$ cat src/rtl/i2c_slave_regif_pkg.sv
// Shared definitions for the I2C target register interface: state encodings,
// acknowledge levels and the default target address.
package i2c_slave_regif_pkg;

  localparam logic [6:0] DEF_SLV_ADDR = 7'h50;
  localparam logic       ACK          = 1'b0;
  localparam logic       NACK         = 1'b1;

  typedef enum logic [3:0] {
    ST_IDLE      = 4'd0,
    ST_ADDR      = 4'd1,
    ST_ADDR_ACK  = 4'd2,
    ST_PTR       = 4'd3,
    ST_PTR_ACK   = 4'd4,
    ST_WDATA     = 4'd5,
    ST_WDATA_ACK = 4'd6,
    ST_RDATA     = 4'd7,
    ST_MACK      = 4'd8,
    ST_WAIT      = 4'd9
  } i2c_state_e;

  function automatic logic addr_match(input logic [7:0] addr_byte, input logic [6:0] slv_addr);
    return (addr_byte[7:1] == slv_addr);
  endfunction

endpackage

$ cat src/rtl/i2c_line_sync.sv
// Synchronizes the scl/sda pads and flags scl edges plus START/STOP conditions.
// Shared between the I2C target and controller sides.
module i2c_line_sync #(
  parameter int SYNC_STAGES = 2
) (
  input  logic i_clk,
  input  logic i_rst_n,
  input  logic i_scl,
  input  logic i_sda,
  output logic o_scl_rise,
  output logic o_scl_fall,
  output logic o_start_det,
  output logic o_stop_det,
  output logic o_sda_s
);

  logic [SYNC_STAGES-1:0] r_scl_sync;
  logic [SYNC_STAGES-1:0] r_sda_sync;
  logic                   r_scl_d;
  logic                   r_sda_d;
  logic                   w_scl;
  logic                   w_sda;

  // Synchronizer chains plus one-cycle delayed copies; idle bus level is high.
  always_ff @(posedge i_clk or negedge i_rst_n) begin
    if (!i_rst_n) begin
      r_scl_sync <= {SYNC_STAGES{1'b1}};
      r_sda_sync <= {SYNC_STAGES{1'b1}};
      r_scl_d    <= 1'b1;
      r_sda_d    <= 1'b1;
    end else begin
      r_scl_sync <= {r_scl_sync[SYNC_STAGES-2:0], i_scl};
      r_sda_sync <= {r_sda_sync[SYNC_STAGES-2:0], i_sda};
      r_scl_d    <= r_scl_sync[SYNC_STAGES-1];
      r_sda_d    <= r_sda_sync[SYNC_STAGES-1];
    end
  end

  assign w_scl = r_scl_sync[SYNC_STAGES-1];
  assign w_sda = r_sda_sync[SYNC_STAGES-1];

  // scl must be high on both samples so a data change racing an scl edge is not a START/STOP.
  assign o_scl_rise  = w_scl & ~r_scl_d;
  assign o_scl_fall  = ~w_scl & r_scl_d;
  assign o_start_det = w_scl & r_scl_d & r_sda_d & ~w_sda;
  assign o_stop_det  = w_scl & r_scl_d & ~r_sda_d & w_sda;
  assign o_sda_s     = w_sda;

endmodule

$ cat src/rtl/i2c_slave_regif.sv
// I2C target that matches a 7-bit address and bridges byte transfers onto a
// single-cycle register-bank port with an auto-incrementing byte pointer.
module i2c_slave_regif
  import i2c_slave_regif_pkg::*;
#(
  parameter logic [6:0] SLV_ADDR    = DEF_SLV_ADDR,
  parameter int         SYNC_STAGES = 2
) (
  input  logic       pclk,
  input  logic       prst_n,
  input  logic       scl_in,
  input  logic       sda_in,
  output logic       sda_oe,
  output logic [7:0] reg_addr,
  output logic [7:0] reg_wdata,
  output logic       reg_we,
  output logic       reg_re,
  input  logic [7:0] reg_rdata,
  output logic       busy,
  output logic       i2c_if
);

  logic       w_scl_rise;
  logic       w_scl_fall;
  logic       w_start;
  logic       w_stop;
  logic       w_sda;
  logic       w_shift_en;
  logic       w_byte_done;

  i2c_state_e r_state;
  logic [7:0] r_shift;
  logic [7:0] r_tx;
  logic [3:0] r_bit_cnt;
  logic       r_rw;
  logic       r_matched;
  logic       r_re_d;

  i2c_line_sync #(
    .SYNC_STAGES (SYNC_STAGES)
  ) u_line_sync (
    .i_clk       (pclk),
    .i_rst_n     (prst_n),
    .i_scl       (scl_in),
    .i_sda       (sda_in),
    .o_scl_rise  (w_scl_rise),
    .o_scl_fall  (w_scl_fall),
    .o_start_det (w_start),
    .o_stop_det  (w_stop),
    .o_sda_s     (w_sda)
  );

  assign w_shift_en  = w_scl_rise &&
                       ((r_state == ST_ADDR) || (r_state == ST_PTR) || (r_state == ST_WDATA));
  assign w_byte_done = w_scl_fall && (r_bit_cnt == 4'd8);

  // Protocol FSM; START/STOP take priority over any bit-level activity.
  always_ff @(posedge pclk or negedge prst_n) begin
    if (!prst_n) begin
      r_state   <= ST_IDLE;
      r_shift   <= 8'h00;
      r_tx      <= 8'h00;
      r_bit_cnt <= 4'd0;
      r_rw      <= 1'b0;
      r_matched <= 1'b0;
      r_re_d    <= 1'b0;
      sda_oe    <= 1'b0;
      reg_addr  <= 8'h00;
      reg_wdata <= 8'h00;
      reg_we    <= 1'b0;
      reg_re    <= 1'b0;
      busy      <= 1'b0;
      i2c_if    <= 1'b0;
    end else begin
      reg_we <= 1'b0;
      reg_re <= 1'b0;
      i2c_if <= 1'b0;
      r_re_d <= reg_re;
      if (w_start) begin
        r_state   <= ST_ADDR;
        r_bit_cnt <= 4'd0;
        sda_oe    <= 1'b0;
        busy      <= 1'b1;
        r_matched <= 1'b0;
        r_re_d    <= 1'b0;
      end else if (w_stop) begin
        r_state   <= ST_IDLE;
        sda_oe    <= 1'b0;
        busy      <= 1'b0;
        i2c_if    <= r_matched;
        r_matched <= 1'b0;
        r_re_d    <= 1'b0;
      end else if (r_re_d) begin
        // Bank data is valid the cycle after reg_re: load it and present bit 7.
        r_tx      <= reg_rdata;
        sda_oe    <= ~reg_rdata[7];
        r_bit_cnt <= 4'd1;
      end else begin
        if (w_shift_en) begin
          r_shift   <= {r_shift[6:0], w_sda};
          r_bit_cnt <= r_bit_cnt + 4'd1;
        end
        case (r_state)
          ST_ADDR: begin
            if (w_byte_done) begin
              r_bit_cnt <= 4'd0;
              if (addr_match(r_shift, SLV_ADDR)) begin
                sda_oe    <= ~ACK;
                r_rw      <= r_shift[0];
                r_matched <= 1'b1;
                r_state   <= ST_ADDR_ACK;
              end else begin
                r_state <= ST_IDLE;
              end
            end
          end
          ST_ADDR_ACK: begin
            if (w_scl_fall) begin
              sda_oe    <= 1'b0;
              r_bit_cnt <= 4'd0;
              if (r_rw) begin
                reg_re  <= 1'b1;
                r_state <= ST_RDATA;
              end else begin
                r_state <= ST_PTR;
              end
            end
          end
          ST_PTR: begin
            if (w_byte_done) begin
              reg_addr  <= r_shift;
              sda_oe    <= ~ACK;
              r_bit_cnt <= 4'd0;
              r_state   <= ST_PTR_ACK;
            end
          end
          ST_PTR_ACK: begin
            if (w_scl_fall) begin
              sda_oe    <= 1'b0;
              r_bit_cnt <= 4'd0;
              r_state   <= ST_WDATA;
            end
          end
          ST_WDATA: begin
            if (w_byte_done) begin
              reg_wdata <= r_shift;
              reg_we    <= 1'b1;
              sda_oe    <= ~ACK;
              r_bit_cnt <= 4'd0;
              r_state   <= ST_WDATA_ACK;
            end
          end
          ST_WDATA_ACK: begin
            if (w_scl_fall) begin
              sda_oe    <= 1'b0;
              reg_addr  <= reg_addr + 8'd1;
              r_bit_cnt <= 4'd0;
              r_state   <= ST_WDATA;
            end
          end
          ST_RDATA: begin
            if (w_scl_fall) begin
              if (r_bit_cnt == 4'd8) begin
                sda_oe  <= 1'b0;
                r_state <= ST_MACK;
              end else begin
                sda_oe    <= ~r_tx[6];
                r_tx      <= {r_tx[6:0], 1'b0};
                r_bit_cnt <= r_bit_cnt + 4'd1;
              end
            end
          end
          ST_MACK: begin
            if (w_scl_rise) begin
              if (w_sda == NACK) begin
                r_state <= ST_WAIT;
              end else begin
                reg_addr <= reg_addr + 8'd1;
              end
            end else if (w_scl_fall) begin
              reg_re  <= 1'b1;
              r_state <= ST_RDATA;
            end
          end
          ST_IDLE, ST_WAIT: begin
            r_state <= r_state;
          end
          default: begin
            sda_oe  <= 1'b0;
            r_state <= ST_IDLE;
          end
        endcase
      end
    end
  end

endmodule

$ cat config.mk
export PLATFORM = sky130hd
export DESIGN_NAME = i2c_slave_regif
export DESIGN_NICKNAME = d
export VERILOG_FILES = /design/src/rtl/i2c_slave_regif_pkg.sv /design/src/rtl/i2c_line_sync.sv /design/src/rtl/i2c_slave_regif.sv
export SDC_FILE = /design/constraint.sdc
export NUM_CORES = 1
export LEC_CHECK = 0
export ABC_CLOCK_PERIOD_IN_PS = 2250
export CORE_MARGIN = 5
export CORE_UTILIZATION = 56
export DETAILED_ROUTE_END_ITERATION = 8
export PLACE_DENSITY = 0.91
export SYNTH_ARGS = -nofsm -noshare
export SYNTH_HDL_FRONTEND = slang
export SYNTH_SLANG_ARGS = --single-unit
export TNS_END_PERCENT = 20
$ cat constraint.sdc
create_clock -name pclk -period 2.25 [get_ports pclk]
set_clock_uncertainty 0.05 [all_clocks]
set_input_delay 0.5625 -clock pclk [delete_from_list [all_inputs] [get_ports pclk]]
set_output_delay 0.5625 -clock pclk [all_outputs]
set_load 0.05 [all_outputs]
==> results of run 1 <==
-- area by class of cell --
class | instances | area, um^2
Fill cell | 349 | 1530
Multi-Input combinational cell | 219 | 1450
Sequential cell | 53 | 1330
Timing Repair Buffer | 54 | 512
Tap cell | 70 | 87.6
Clock buffer | 6 | 72.6
Clock inverter | 2 | 38.8
Inverter | 7 | 26.3
-- where the power goes --
group	internal, mW	leakage, nW	switching, mW	total, mW
combinational	0.639	0.824	0.927	1.57
sequential	1.12	0.671	0.197	1.31
clock	0.337	0.0558	0.313	0.650
-- cell usage in the layout (no fill, tap or decap), drive strengths merged, types with 2 or more instances in the layout --
master,count
dfrtp,47
clkdlybuf4s50,30
a21oi,28
o21ai,24
nand2,23
buf,23
nor2,22
mux2,17
nand3,9
mux2i,9
nor3,8
inv,8
nor2b,7
nand2b,7
dfstp,6
clkbuf,6
and3,5
a31oi,5
and2,4
nand4,4
nor4,4
nand3b,3
nor3b,3
a31o,3
ha,3
a32oi,2
o21a,2
a22o,2
or4b,2
-- through the flow --
stage	hold WS (ns)	worst slack, ns
2_1_floorplan	0.217	0.215
3_3_place_gp	0.296	0.194
3_5_place_dp	0.297	0.153
4_1_cts	0.192	0.0227
5_1_grt	0.205	0.00595
6_report	0.180	0.0491
-- kinds of logic (layout without fill, tap and decap cells) --
kind of cell,count (synthesis),after routing,share of synthesized area
and+or+nand+nor,111,111,0.213
AOI/OAI and AO/OA,77,77,0.170
DFF,53,53,0.465
muxes,26,26,0.0981
buffers and inverters,22,69,0.0344
adders and majority gates,3,3,0.0131
xor gates and xnor gates,2,2,0.00610
-- final timing paths --
path	slack (ns)	from	cells after the start	end
max	0.05	reg_addr[2]	1	reg_addr[2]
min	0.18	prst_n	2	reg_wdata[5]
max reg2reg	0.14	r_state[1]	6	sda_oe
min reg2reg	0.31	u_line_sync.r_sda_sync[0]	0	u_line_sync.r_sda_sync[1]
max in group asynchronous	1.67	prst_n	2	u_line_sync.r_scl_d
min in group pclk	0.31	u_line_sync.r_sda_sync[0]	0	u_line_sync.r_sda_sync[1]
-- layer usage --
metal / GRT usage / vias to the layer above / share of wire
li1: - / 1157 / -
met1: 0.317 / 1205 / 0.45
met2: 0.353 / 103 / 0.47
met3: 0.0461 / 16 / 0.061
met4: 0.0831 / 0 / 0.022
met5: 0 / - / 0
-- state kept, by name, indices dropped and copies added, names as in the netlist --
name	flops
busy	1
u_line_sync.r_scl_sync	2
i2c_if	1
u_line_sync.r_sda_sync	2
sda_oe	1
reg_re	1
r_matched	1
r_bit_cnt	4
reg_wdata	8
r_re_d	1
r_shift	8
r_tx	7
reg_we	1
reg_addr	8
u_line_sync.r_sda_d	1
r_state	4
u_line_sync.r_scl_d	1
r_rw	1
==> flow_summary.json, run 1 <==
{
  "cts_tree": "yes",
  "p_per_area_nw_per_um2": 1000,
  "finalWirelength_um": 6870,
  "fp.dieH_um": 81.6,
  "viasPerCell": 6.04,
  "htreeDepth": 2,
  "min_period_over_period": 0.978,
  "area_growth_pct": 22.5,
  "rows": 26,
  "ys_warn_count": 0,
  "clock.fmax_mhz": 454,
  "slowest_delay_ns": 0.84,
  "final_util": 0.698,
  "cp_slowest_cell": "clkdlybuf4s50_1",
  "fin_nets": 355,
  "run_status": "completed",
  "ys_top_cells_by_count": "47 x dfrtp_1, 25 x a21oi_1, 23 x nand2_1",
  "antenna_found_initial": 0,
  "ir_worst_vdd_mv": 0.682,
  "postRouteAntennaNets": 0,
  "synth.area.top_cells": "dfrtp_1 41%, mux2_2 6.7%, dfstp_2 5.5%",
  "yosys.cell_count.top_type": "dfrtp_1",
  "path_cells": "clkdlybuf4s50_1",
  "final_layout_size_suffix_gt1_frac": 0.191,
  "grt_overflow_total": 0,
  "cts_root_buffer": "clkbuf_8",
  "synth_area_per_cell_um2": 9.76,
  "syn_inst": 294,
  "synth_top_flop_cell": "dfrtp_1",
  "synth_fp_nets": 309,
  "hold_viol": 0,
  "worstSkewPairLatency_ns": 0.30,
  "place_inst": 403,
  "numCtsBuffers": 5,
  "p_leak_nw": 1.55,
  "cts_hold_buf": 0,
  "drt_iter0_drc": 323,
  "min_period_ns": 2.20,
  "grtUsageTotal": 0.227,
  "cts_post_setup_buffers_inserted": 0,
  "port-buffer-count": 32,
  "crit_arrival_ns": 1.59,
  "core-area_um2": 5040,
  "gp_congestion": 0.914,
  "rsz0062_at_grt": "no",
  "cts_resized": 0,
  "slew_headroom": 0.633,
  "die-area_um2": 6660,
  "post-dp-hpwl_um": 4950,
  "ios": 33,
  "syn_area_um2": 2870,
  "critical_path_buf_inv_count": 1,
  "cts_max_path_buffers": 2,
  "final_max_slew_viol_count": 0,
  "start_util": 0.569,
  "final_cells": 411,
  "grt_pass1_wl_um": 11700,
  "start_kind": "register",
  "yosysSeqAreaShare": 0.465,
  "yosys.area.top_type_share": 0.410,
  "ys_ff_latch": 53,
  "tightest_slew_ns": 0.537,
  "hold_class": "primary input to async pin",
  "synth_edf_count": 0,
  "first_pass_iters": 5,
  "required_ns": 1.64,
  "cp_max_fo": 6,
  "dr_total_vias": 2481,
  "antenna_cells": 0,
  "dpl_cell_area_um2": 3390,
  "worstSetupPathType": "register to primary output",
  "wl_per_cell_um": 16.7,
  "power_mw": 3.53,
  "cp-end-kind": "primary output",
  "path_clk_slew_ns": 0.10,
  "yosysTopAreaCell": "dfrtp_1",
  "drc": 0,
  "async_flop_share": 1.00,
  "max_cap_viol_count": 0,
  "stdcell_area_um2": 3520,
  "synth.distinct_cells": 56,
  "setup_viol": 0,
  "grt_max_degree": 54,
  "finalSetupTns_ns": 0,
  "cp_top_family": "buffers and inverters",
  "die_w_um": 81.6,
  "clock_sinks": 53,
  "grt_pass1_vias": 2442
}
No activity file was read; power rests on OpenSTA's default activity.
==> run 2: changes to the inputs <==
CORE_UTILIZATION = 45   (was 56)
PLACE_DENSITY = 0.77   (was 0.91)
==> run 2 against run 1 <==
Compared with the run above: critical path depth unchanged; clock power decreased by 11%; first-iteration DRC count decreased by 31%; via count decreased by 3.4%; setup slack improved by 0.017 ns; sequential share of layout area increased by 0.61 points; global-route usage decreased by 6.5 points; die area increased by 21%; design area decreased by 1.4%; non-clock buffer count decreased by 5; cell count increased by 0.49%; core utilization decreased by 14 points.
==> flow_summary.json, run 2 (same netlist as run 1, synthesis figures left out) <==
{
  "layout_commonest_cell": "dfrtp_1",
  "fillers": 539,
  "fin_nets": 350,
  "wl_per_cell_um": 15.6,
  "required_ns": 1.64,
  "power.switching_mw": 1.41,
  "viasPerCell": 5.80,
  "critical_path_buf_inv_count": 1,
  "switching_share": 0.417,
  "multi_input_area_um2": 1450,
  "path_cells": "clkdlybuf4s50_1",
  "p_leak_nw": 1.53,
  "dpl_cell_area_um2": 3350,
  "mostFrequentLayoutCells": "45 x dfrtp_1, 28 x clkdlybuf4s50_1, 25 x a21oi_1",
  "post-dp-hpwl_um": 4620,
  "grt_max_degree": 54,
  "final_max_slew_viol_count": 0,
  "run_status": "completed",
  "seqPwrFrac": 0.390,
  "grt_pass1_wl_um": 11200,
  "postRouteAntennaNets": 0,
  "combPwrFrac": 0.439,
  "p_per_area_nw_per_um2": 978,
  "area_growth_pct": 20.8,
  "ir_worst_vdd_mv": 0.577,
  "core-area_um2": 6280,
  "rows": 29,
  "cp-end-kind": "primary output",
  "cts_root_buffer": "clkbuf_8",
  "drt_iter0_drc": 224,
  "cp_max_fo": 5,
  "cp_slowest_cell": "clkdlybuf4s50_1",
  "tightest_slew_ns": 0.507,
  "rsz0062_at_grt": "yes",
  "worstSetupPathType": "register to primary output",
  "intPower_mw": 1.98,
  "start_kind": "register",
  "grtUsageTotal": 0.162,
  "clock.fmax_mhz": 458,
  "slew_headroom": 0.661,
  "start_util": 0.457,
  "antenna_cells": 0,
  "clock_sinks": 53,
  "place_inst": 405,
  "hold-worst-slack_ns": 0.184,
  "max_cap_viol_count": 0,
  "die-area_um2": 8080,
  "cts_tree": "yes",
  "hold_viol": 0,
  "port-buffer-count": 32,
  "antenna_found_initial": 0,
  "htreeDepth": 2,
  "path_clk_slew_ns": 0.10,
  "first_pass_iters": 7,
  "numCtsBuffers": 5,
  "setup_viol": 0,
  "die_w_um": 89.9,
  "gp_congestion": 0.897,
  "final_layout_size_suffix_gt1_frac": 0.193,
  "finalWirelength_um": 6440,
  "final_cells": 413,
  "worstSkewPairLatency_ns": 0.30,
  "drc": 0,
  "ios": 33,
  "hold_class": "primary input to async pin",
  "fp.dieH_um": 89.9,
  "p_clk_frac": 0.171,
  "reg_top3": "r_shift: 8 flops, reg_addr: 8 flops, reg_wdata: 8 flops",
  "cp_top_family": "buffers and inverters",
  "cts_post_setup_buffers_inserted": 0,
  "crit_arrival_ns": 1.57,
  "dr_total_vias": 2397,
  "slowest_delay_ns": 0.83,
  "min_period_over_period": 0.970,
  "ff_latch_area_um2": 1340,
  "grt_overflow_total": 0,
  "cts_max_path_buffers": 2,
  "stdcell_area_um2": 3470,
  "min_period_ns": 2.18,
  "grt_pass1_vias": 2353
}
## run 2: changes by cell type in the layout (fill, tap and decap cells not counted), moves of 2 or more
cell | previous run | this run
dfrtp_2 | 0 | 2
clkdlybuf4s50_1 | 30 | 28
dfrtp_1 | 47 | 45
dlymetal6s2s_1 | 1 | 3
buf_4 | 19 | 16
## run 2: layout make-up
cell class | instances | area share
clock buffers | 6 | 0.0238
clock inverters | 2 | 0.00505
inverters | 7 | 0.00758
multi-input cells | 219 | 0.417
flip-flops and latches | 53 | 0.385
well taps | 77 | 0.0278
repair buffers | 49 | 0.133
## run 2: worst paths after layout
| check | start | endpoint | slack (ns) | cells past startpoint |
|---|---|---|---|---|
| max in group asynchronous | prst_n | u_line_sync.r_sda_d | 1.69 | 2 |
| hold reg to reg | u_line_sync.r_scl_sync[0] | u_line_sync.r_scl_sync[1] | 0.31 | 0 |
| setup / recovery | reg_addr[5] | reg_addr[5] | 0.07 | 1 |
| min in group pclk | u_line_sync.r_scl_sync[0] | u_line_sync.r_scl_sync[1] | 0.31 | 0 |
| setup reg to reg | u_line_sync.r_scl_sync[1] | reg_addr[7] | 0.13 | 6 |
| hold / removal | prst_n | reg_wdata[3] | 0.18 | 2 |
## run 2: power groups by stage
| stage | clock (mW) | sequential, mW | combinational (mW) |
|---|---|---|---|
| 2_1_floorplan | 0 | 1.48 | 0.858 |
| 3_3_place_gp | 0 | 1.33 | 1.44 |
| 3_5_place_dp | 0 | 1.34 | 1.47 |
| 4_1_cts | 0.602 | 1.32 | 1.47 |
| 5_1_grt | 0.642 | 1.36 | 1.62 |
| 6_report | 0.580 | 1.32 | 1.49 |
## run 2: worst reg2reg max path, stage by stage, from the launching register on
cell and delay (ns):
dfstp_2 0.60, nand2b_4 0.10, or4b_4 0.55, a221oi_4 0.28, buf_4 0.26, a21oi_1 0.09
a21oi_1 0.12
## run 2: layer usage
layer | wire length, um | share of wire | global-route usage
met5 | 0 | 0 | 0
met4 | 99 | 0.015 | 0.0509
met3 | 409 | 0.064 | 0.0267
met2 | 2930 | 0.45 | 0.244
met1 | 3000 | 0.47 | 0.239
## run 2: per-stage QoR
stage	util	power, mW	TNS [ns]	setup slack [ns]
after CTS	0.550	3.39	0	0.0283
after detailed placement	0.534	2.80	0	0.0956
after global routing	0.553	3.62	-0.00423	-0.00270
after global placement	0.534	2.77	0	0.160
final	0.553	3.39	0	0.0666
after floorplan	-	2.33	0	0.215
## run 2: timing repair
action,CTS,global route
hold buffers,0,0
resized for setup,0,8
setup endpoints to repair,0,17
==> run 3: changes to the inputs <==
CTS_BUF_LIST = sky130_fd_sc_hd__clkbuf_8   (was not set)
==> results of run 3 <==
Final layout, timing and power as in run 2 (identical DEF).
